$ cat src/rtl/instruction_fetch_if.sv
// Signal bundle between the fetch stage and its environment:
// pipeline control, the synchronous ROM read port, and the fetch/decode register outputs.
interface instruction_fetch_if #(
  parameter int N      = 16,
  parameter int ADDR_W = 8
);
  logic              Enable;
  logic              Stall;
  logic              BranchTaken;
  logic [ADDR_W-1:0] BranchTarget;
  logic [N-1:0]      InstrData;
  logic              InstrReq;
  logic [ADDR_W-1:0] InstrAddr;
  logic [N-1:0]      Instruction;
  logic [ADDR_W-1:0] InstrPC;
  logic              InstrValid;
  logic              Halted;

  modport master (
    input  Enable, Stall, BranchTaken, BranchTarget, InstrData,
    output InstrReq, InstrAddr, Instruction, InstrPC, InstrValid, Halted
  );

  modport slave (
    output Enable, Stall, BranchTaken, BranchTarget, InstrData,
    input  InstrReq, InstrAddr, Instruction, InstrPC, InstrValid, Halted
  );
endinterface

$ cat src/rtl/instruction_fetch.sv
// Fetch stage: PC, one-cycle-latency ROM requests, fetch/decode output register,
// 1-entry skid buffer for stall back-pressure, branch redirect and halt on HALT_WORD.
module instruction_fetch #(
  parameter int           N         = 16,
  parameter int           ADDR_W    = 8,
  parameter logic [N-1:0] HALT_WORD = N'(16'hFFFF)
) (
  input logic                 clk,
  input logic                 rst_n,
  instruction_fetch_if.master bus
);

  typedef enum logic [1:0] {IDLE, RUN, HALT} state_t;

  state_t            state;
  logic [ADDR_W-1:0] pc;
  logic              req_q;
  logic              inflight;
  logic [ADDR_W-1:0] inflight_pc;
  logic              skid_valid;
  logic [N-1:0]      skid_word;
  logic [ADDR_W-1:0] skid_pc;
  logic [N-1:0]      instr_q;
  logic [ADDR_W-1:0] instr_pc_q;
  logic              valid_q;
  logic              halted_q;

  logic              req_fire;
  logic              halt_pending;
  logic              load_valid;
  logic [N-1:0]      load_word;
  logic [ADDR_W-1:0] load_pc;

  // Request is masked in stalled cycles, so at most one word is ever in flight at a stall.
  assign req_fire     = req_q & ~bus.Stall;
  assign halt_pending = valid_q && (instr_q == HALT_WORD);

  always_comb begin
    // NOTE: every output of this block gets a default first, so no path can infer a latch.
    load_valid = 1'b0;
    load_word  = bus.InstrData;
    load_pc    = inflight_pc;
    if (skid_valid) begin
      load_valid = 1'b1;
      load_word  = skid_word;
      load_pc    = skid_pc;
    end else if (inflight) begin
      load_valid = 1'b1;
    end
  end

  // NOTE: sequential state uses non-blocking assignments only; the async reset clears every
  // register including the skid storage, so a mid-run reset leaves nothing stale behind.
  always_ff @(posedge clk or negedge rst_n) begin
    if (!rst_n) begin
      state       <= IDLE;
      pc          <= '0;
      req_q       <= 1'b0;
      inflight    <= 1'b0;
      inflight_pc <= '0;
      skid_valid  <= 1'b0;
      skid_word   <= '0;
      skid_pc     <= '0;
      instr_q     <= '0;
      instr_pc_q  <= '0;
      valid_q     <= 1'b0;
      halted_q    <= 1'b0;
    end else begin
      case (state)
        IDLE: begin
          if (bus.Enable) begin
            state <= RUN;
            req_q <= 1'b1;
          end
        end
        RUN: begin
          if (bus.BranchTaken) begin
            pc         <= bus.BranchTarget;
            req_q      <= 1'b1;
            inflight   <= 1'b0;
            skid_valid <= 1'b0;
            valid_q    <= 1'b0;
          end else if (halt_pending) begin
            inflight   <= 1'b0;
            skid_valid <= 1'b0;
            if (!bus.Stall) begin
              valid_q  <= 1'b0;
              halted_q <= 1'b1;
              state    <= HALT;
            end
          end else begin
            inflight    <= req_fire;
            inflight_pc <= pc;
            if (req_fire) pc <= pc + ADDR_W'(1);
            if (bus.Stall) begin
              if (inflight) begin
                skid_valid <= 1'b1;
                skid_word  <= bus.InstrData;
                skid_pc    <= inflight_pc;
              end
            end else begin
              valid_q <= load_valid;
              if (load_valid) begin
                instr_q    <= load_word;
                instr_pc_q <= load_pc;
              end
              if (skid_valid) begin
                skid_valid <= inflight;
                skid_word  <= bus.InstrData;
                skid_pc    <= inflight_pc;
              end
              // Halt word accepted: stop requesting and drop anything already fetched behind it.
              if (load_valid && (load_word == HALT_WORD)) begin
                req_q      <= 1'b0;
                inflight   <= 1'b0;
                skid_valid <= 1'b0;
              end
            end
          end
        end
        default: ;  // HALT is sticky until reset
      endcase
    end
  end

  assign bus.InstrReq    = req_fire;
  assign bus.InstrAddr   = pc;
  assign bus.Instruction = instr_q;
  assign bus.InstrPC     = instr_pc_q;
  assign bus.InstrValid  = valid_q;
  assign bus.Halted      = halted_q;

endmodule

$ cat src/flat_wrapper.sv
// flat-port wrapper written by rule: the top's interface ports become plain ports
module instruction_fetch_flat 
#(
  parameter int           N         = 16,
  parameter int           ADDR_W    = 8,
  parameter logic [N-1:0] HALT_WORD = N'(16'hFFFF)
)
  (clk, rst_n, bus_Enable, bus_Stall, bus_BranchTaken, bus_BranchTarget, bus_InstrData, bus_InstrReq, bus_InstrAddr, bus_Instruction, bus_InstrPC, bus_InstrValid, bus_Halted);
  instruction_fetch_if #(.N(N), .ADDR_W(ADDR_W)) bus_i ();
  input logic clk;
  input logic rst_n;
  input wire logic [$bits(bus_i.Enable)-1:0] bus_Enable;
  input wire logic [$bits(bus_i.Stall)-1:0] bus_Stall;
  input wire logic [$bits(bus_i.BranchTaken)-1:0] bus_BranchTaken;
  input wire logic [$bits(bus_i.BranchTarget)-1:0] bus_BranchTarget;
  input wire logic [$bits(bus_i.InstrData)-1:0] bus_InstrData;
  output wire logic [$bits(bus_i.InstrReq)-1:0] bus_InstrReq;
  output wire logic [$bits(bus_i.InstrAddr)-1:0] bus_InstrAddr;
  output wire logic [$bits(bus_i.Instruction)-1:0] bus_Instruction;
  output wire logic [$bits(bus_i.InstrPC)-1:0] bus_InstrPC;
  output wire logic [$bits(bus_i.InstrValid)-1:0] bus_InstrValid;
  output wire logic [$bits(bus_i.Halted)-1:0] bus_Halted;
  assign bus_i.Enable = bus_Enable;
  assign bus_i.Stall = bus_Stall;
  assign bus_i.BranchTaken = bus_BranchTaken;
  assign bus_i.BranchTarget = bus_BranchTarget;
  assign bus_i.InstrData = bus_InstrData;
  assign bus_InstrReq = bus_i.InstrReq;
  assign bus_InstrAddr = bus_i.InstrAddr;
  assign bus_Instruction = bus_i.Instruction;
  assign bus_InstrPC = bus_i.InstrPC;
  assign bus_InstrValid = bus_i.InstrValid;
  assign bus_Halted = bus_i.Halted;
  instruction_fetch #(.N(N), .ADDR_W(ADDR_W), .HALT_WORD(HALT_WORD)) u_core (.clk(clk), .rst_n(rst_n), .bus(bus_i));
endmodule
$ cat config.mk
export PLATFORM = sky130hd
export DESIGN_NAME = instruction_fetch_flat
export DESIGN_NICKNAME = d
export VERILOG_FILES = /design/src/rtl/instruction_fetch_if.sv /design/src/rtl/instruction_fetch.sv /design/src/flat_wrapper.sv
export SDC_FILE = /design/constraint.sdc
export NUM_CORES = 1
export LEC_CHECK = 0
export CAP_MARGIN = 20
export CORE_UTILIZATION = 35
export DETAILED_ROUTE_END_ITERATION = 7
export SKIP_LAST_GASP = 1
export SYNTH_ARGS = -nofsm -noshare
export SYNTH_HDL_FRONTEND = slang
export SYNTH_SLANG_ARGS = --single-unit
$ cat constraint.sdc
create_clock -name clk -period 1.9 [get_ports clk]
set_clock_uncertainty 0.1 [all_clocks]
set_input_delay 0.285 -clock clk [delete_from_list [all_inputs] [get_ports clk]]
set_output_delay 0.285 -clock clk [all_outputs]
set_load 0.05 [all_outputs]
; ---- Yosys cells after proc, flatten, opt, wreduce, memory -nomap -nowiden
; Index checks and enable logic that the tools add are counted.
[op_classes]
add_sub_neg = 1
n_mul = 0
div_mod_pow = 0
order_cmp = 0
eq_ne = 14
n_shift = 0
muxes = 38
bitwise = 4
reduce_logical = 15
[op_table]
columns = operator, count
row1 = 2-to-1 mux 16 bit, 4
row2 = 2-to-1 mux 8 bit, 7
row3 = "== test 16 bit, second input constant", 2
row4 = 2-to-1 mux 1 bit, 21
row5 = AND reduction 5 bit, 4
row6 = "adder 8 x 1 -> 8 bit, second input constant", 1
row7 = 2-to-1 mux 2 bit, 4
row8 = "inequality test 2 bit, second input constant", 4
row9 = "inequality test 2 x 1 -> 1 bit, second input constant", 3
row10 = "inequality test 3 bit, second input constant", 2
row11 = AND reduction 3 bit, 2
row12 = nonzero test 2 bit, 3
row13 = "inequality test 4 x 1 -> 1 bit, second input constant", 1
row14 = case mux 2 bit (2 select lines), 1
row15 = AND reduction 2 bit, 2
row16 = AND reduction 4 bit, 1
row17 = "inequality test 3 x 2 -> 1 bit, second input constant", 1
row18 = NOT 1 bit, 3
row19 = "== test 2 x 1 -> 1 bit, second input constant", 1
row20 = logical AND 1 bit, 2
row21 = logical NOT 2 bit, 1
row22 = case mux 1 bit (2 select lines), 1
row23 = bitwise AND 1 bit, 1
[totals]
register_bits = 71
latchBits = 0
ramBits = 0
romBits = 0
input_bits = 29
out_inout_bits = 35
memories = 0

; ---- Longest topological paths before layout
[depth]
ltp_word = 8
ltp_mapped = 7
mapped_depth_nobuf = 6

; ---- Worst setup path before layout
; No wires, ideal clock.
[synth_path]
kind = register to register
from = reg u_core.req_q
to = reg u_core.pc[0] (netlist: u_core.bus.InstrAddr[0])
t_arrival_ns = 2.086
t_required_ns = 1.675
slack_ns = -0.411
stages_incl_launch_ff = 5
n_path_buf = 0
cell_sequence = dfrtp_1 -> nor2b_1 -> o21ai_1 -> a21oi_2 -> mux2_2
[synth_via]
elab_chain_cells = 3
[synth_lines]
columns = item, line
row1 = start: declaration, instruction_fetch.sv:17  ; logic req_q;
row2 = start signal: assignment, instruction_fetch.sv:58  ; req_q <= 1'b0;
row3 = start signal: assignment, instruction_fetch.sv:73  ; req_q <= 1'b1;
row4 = start signal: assignment, instruction_fetch.sv:79  ; req_q <= 1'b1;
row5 = bitwise AND 1 bit, instruction_fetch.sv:35  ; assign req_fire = req_q & ~bus.Stall;
row6 = named net bus_InstrReq, flat_wrapper.sv:17  ; output wire logic [$bits(bus_i.InstrReq)-1:0] bus_InstrReq;
row7 = nonzero test 2 bit (no source line), n/a
row8 = AND reduction 3 bit (no source line), n/a
row9 = end signal: assignment, instruction_fetch.sv:78  ; pc <= bus.BranchTarget;
row10 = end signal: assignment, instruction_fetch.sv:94  ; if (req_fire) pc <= pc + ADDR_W'(1);
row11 = end: declaration, instruction_fetch.sv:16  ; logic [ADDR_W-1:0] pc;
; The timed path passes the listed nets, and every way through them passes these cells.
; A chain may end at the register's enable or synchronous reset.

; ---- Worst setup path after layout
[layout_path]
from = reg u_core.instr_q[1] (netlist: u_core.bus.Instruction[1])
to = reg u_core.instr_pc_q[3] (netlist: u_core.bus.InstrPC[3])
[layout_via]
elab_chain_cells = 4
[layout_lines]
columns = item, line
row1 = start: declaration, instruction_fetch.sv:23  ; logic [N-1:0] instr_q;
row2 = start signal: assignment, instruction_fetch.sv:104  ; instr_q <= load_word;
row3 = == test 16 bit, instruction_fetch.sv:36  ; assign halt_pending = valid_q && (instr_q == HALT_WORD);
row4 = logical AND 1 bit, instruction_fetch.sv:36
row5 = NOT 1 bit (no source line), n/a
row6 = AND reduction 5 bit (no source line), n/a
row7 = end signal: assignment, instruction_fetch.sv:105  ; instr_pc_q <= load_pc;
row8 = end: declaration, instruction_fetch.sv:24  ; logic [ADDR_W-1:0] instr_pc_q;
; No other way between the ends.

==> metrics.md <==
| Metric | Value |
|---|---|
| Clk Latency, worst-skew pair | `about 0.35 ns` |
| Fin crit share | `1.035` |
| H-tree levels | `3` |
| Synth Register Bits | `71` |
| DRT antenna net count | `0` |
| Register area share after synthesis | `0.5213` |
| Pleak | `0.002303 uW` |
| Synth Cell Area | `3408 um^2` |
| Die ar. | `10140 um^2` |
| Max rail drop VDD | `0.3821 mV` |
| Cell family with most CP delay | `simple AND/OR/NAND/NOR gates` |
| Routed via count | `between 2000 and 3000` |
| Post-route DRC | `0` |
| Clock tree from TritonCTS | `yes` |
| Starting density of the core | `0.3654` |
| Data arrival, critical path | `2.10 ns` |
| IO Count | `64` |
| CP max stage delay | `0.41 ns` |
| Commonest non-fill, non-tap cells in the layout | `buf_4, mux2_2, dfrtp_1` |
| CP max stage cell | `dfrtp_2` |
| GRT Resource Usage Total | `0.1661` |
| Worst path required time | `2.03 ns` |
| Clock transition at path regs | `0.08 ns` |
| First-pass GRT wire length | `between 10 and 15 mm` |
| Largest net degree at the start of global routing | `72` |
| Clock Path Buffers | `2` |
| Buf/Inv on CP | `1` |
| Die Y | `around 100 um` |
| P&R area growth vs syn | `39.79%` |
| Area after DPL | `4489 um^2` |
| Yosys warns | `0` |
| Slew headroom | `0.7396` |
| Share of cells above drive strength 1 | `0.5513` |
| DR iter-0 viols | `~120` |
| Hold crit path type | `input port to flop` |
| Initial antenna violation count | `0` |
| Routed length per instance | `14.84 um` |
| Crit-path max FO | `7` |
| Status | `complete, but fails checks` |
| PnR worst setup slack | `-0.06640 ns` |
| Number of library cell types mapped by synthesis | `40` |
| Number of flops mapped to enable cells by yosys | `0` |
| Total Wirelength | `7.700 mm` |
| Final Max Slew Viols | `0` |
| CTS Root Cell | `clkbuf_8` |
| # nets final | `slightly above 400` |
| Filler cells | `838` |
| Via density | `4.832` |
| Hpwl dp | `5.632 mm` |
| Violated checks | `setup timing` |
| Antenna cells | `0` |
| Critical path, cell by cell | `nand4_1 -> nor3_2 -> a211oi_2 -> nor3b_4 -> buf_4 -> mux2_2` |
| Avg Cell Area, Syn | `12.62 um^2` |
| Clk sinks | `roughly 70` |
| Chip Width | `100.7 um` |
| Worst slew pin tran | `roughly 0.4 ns` |
| Area of the core | `9328 um^2` |
| Final Util | `0.5108` |
| Grt total ovfl | `0` |
| CTS buffer count | `9` |
| Post-synth ARST share | `1.000` |
| PortBufs | `63` |
| CP Class | `flop to flop` |
| Number of global-route vias before repair | `around 2600` |
| Final Hold Fails | `0` |
| Most common cell after layout, fill and taps aside | `buf_4` |
| Detailed Routing Iterations Pass 1 | `4` |
| Crit path time final | `1.966 ns` |
| Syn_nets | `300` |
| Syn Inst Count | `270` |
| Final Cell Area | `4765 um^2` |
| Pwr Density | `665.2 nW/um^2` |
| Total power | `3169 uW` |
| Highest Clock Rate | `just over 0.5 GHz` |
| Prevailing post-synth register cell | `dfrtp_1` |
| Critical Path Start Type | `flop` |
| Setup-failing EPs final | `37` |
| Row count | `35` |
| Unrepaired setup endpoints after global routing | `true` |
| Maxcap violations | `0` |
| Setup TNS | `-1.270 ns` |
| Routability Congestion | `about 0.8` |
| Worst setup EP type | `flop` |
==> Yosys cell counts (2+ instances only) <==
library cell,n,area share
mux2_2,79,0.26
dfrtp_1,71,0.52
a21oi_1,14,0.021
nand3_1,12,0.018
nand2_1,9,0.0099
nand4_1,7,0.013
nor2_1,7,0.0077
nor2b_1,7,0.013
clkbuf_1,5,0.0055
inv_1,5,0.0055
o21ai_0,5,0.0073
and3_1,4,0.0073
buf_2,4,0.0059
buf_6,4,0.013
o22ai_1,4,0.0073
mux2i_1,3,0.0088
a21o_1,2,0.0044
and4_1,2,0.0051
mux2_1,2,0.0066
nand2b_1,2,0.0037
o211ai_1,2,0.0044
o21ai_1,2,0.0029
==> power breakdown <==
group	internal [uW]	leakage (uW)	switching [uW]
sequential	1530	0.000945	8.40
combinational	143	0.00126	149
clock	741	0.000102	602
==> path summary, 6_finish.rpt <==
kind                                                        from                             endpoint  slack [ns]  depth (start not counted)
setup reg to reg           u_core.bus.Instruction[1]$_DFFE_PN0P_    u_core.bus.InstrPC[3]$_DFFE_PN0P_       -0.07                          6
min in group asynchronous                                  rst_n  u_core.bus.InstrAddr[1]$_DFFE_PN0P_        0.39                          3
hold / removal                                  bus_InstrData[2]      u_core.skid_word[2]$_DFFE_PN0P_        0.17                          2
setup / recovery           u_core.bus.Instruction[1]$_DFFE_PN0P_    u_core.bus.InstrPC[3]$_DFFE_PN0P_       -0.07                          6
hold reg to reg                    u_core.bus.Halted$_DFFE_PN0P_        u_core.bus.Halted$_DFFE_PN0P_        0.38                          1
max in group asynchronous                                  rst_n    u_core.bus.InstrValid$_DFFE_PN0P_        0.96                          3
==> area by class of cell <==
cell class / count / area, um^2 / share of cell area
clock buffers: 9 / 123.9 / 0.02600
repair buffers: 118 / 1013 / 0.2127
inverters: 5 / 18.77 / 0.003939
multi-input cells: 180 / 1551 / 0.3256
well taps: 129 / 161.4 / 0.03388
clock inverters: 7 / 96.34 / 0.02022
flip-flops and latches: 71 / 1799 / 0.3776
==> metal layers <==
metal | track usage | wire (um) | vias to the layer above
met4 | 0.05686 | 100 | 0
met1 | 0.2208 | 3596 | 1238
met3 | 0.04092 | 241 | 9
met2 | 0.2650 | 3761 | 31
met5 | 0 | 0 | -
li1 | - | - | 1230
==> cells by family (layout without fill, tap and decap cells) <==
group	count (synthesis)	after routing	synth area share
mux	84	84	0.2764
flops	71	71	0.5213
simple gates	58	58	0.09839
compound gates	37	37	0.06865
buf+inv	19	139	0.03157
fa+ha+maj	1	1	0.003670
==> repair_timing <==
item	CTS	global route
endpoints found under the hold margin	71	0
endpoints found under the setup margin	52	58
hold buffers	1	0
resized for setup	1	7
pin swaps	1	1
buffers inserted	1	2
==> flip-flops by register name (all words and copies together) (netlist names) <==
| name | flops |
|---|---|
| u_core.bus.InstrPC | 8 |
| u_core.bus.Instruction | 16 |
| u_core.req_q | 1 |
| u_core.skid_valid | 1 |
| u_core.bus.Halted | 1 |
| u_core.skid_pc | 8 |
| u_core.state | 2 |
| u_core.bus.InstrValid | 1 |
| u_core.skid_word | 16 |
| u_core.bus.InstrAddr | 8 |
| u_core.inflight_pc | 8 |
| u_core.inflight | 1 |
==> stage by stage <==
stage | instances | worst slack, ns | hold slack, ns
floorplan | 270 | -0.1437 | -0.1106
global placement | 499 | -0.4086 | 0.2455
detailed placement | 499 | -0.4158 | 0.2482
CTS | 517 | -0.08493 | 0.3858
global route | 519 | -0.1876 | 0.1766
finish | 519 | -0.06640 | 0.1726
(Power assumes the default switching activity.)
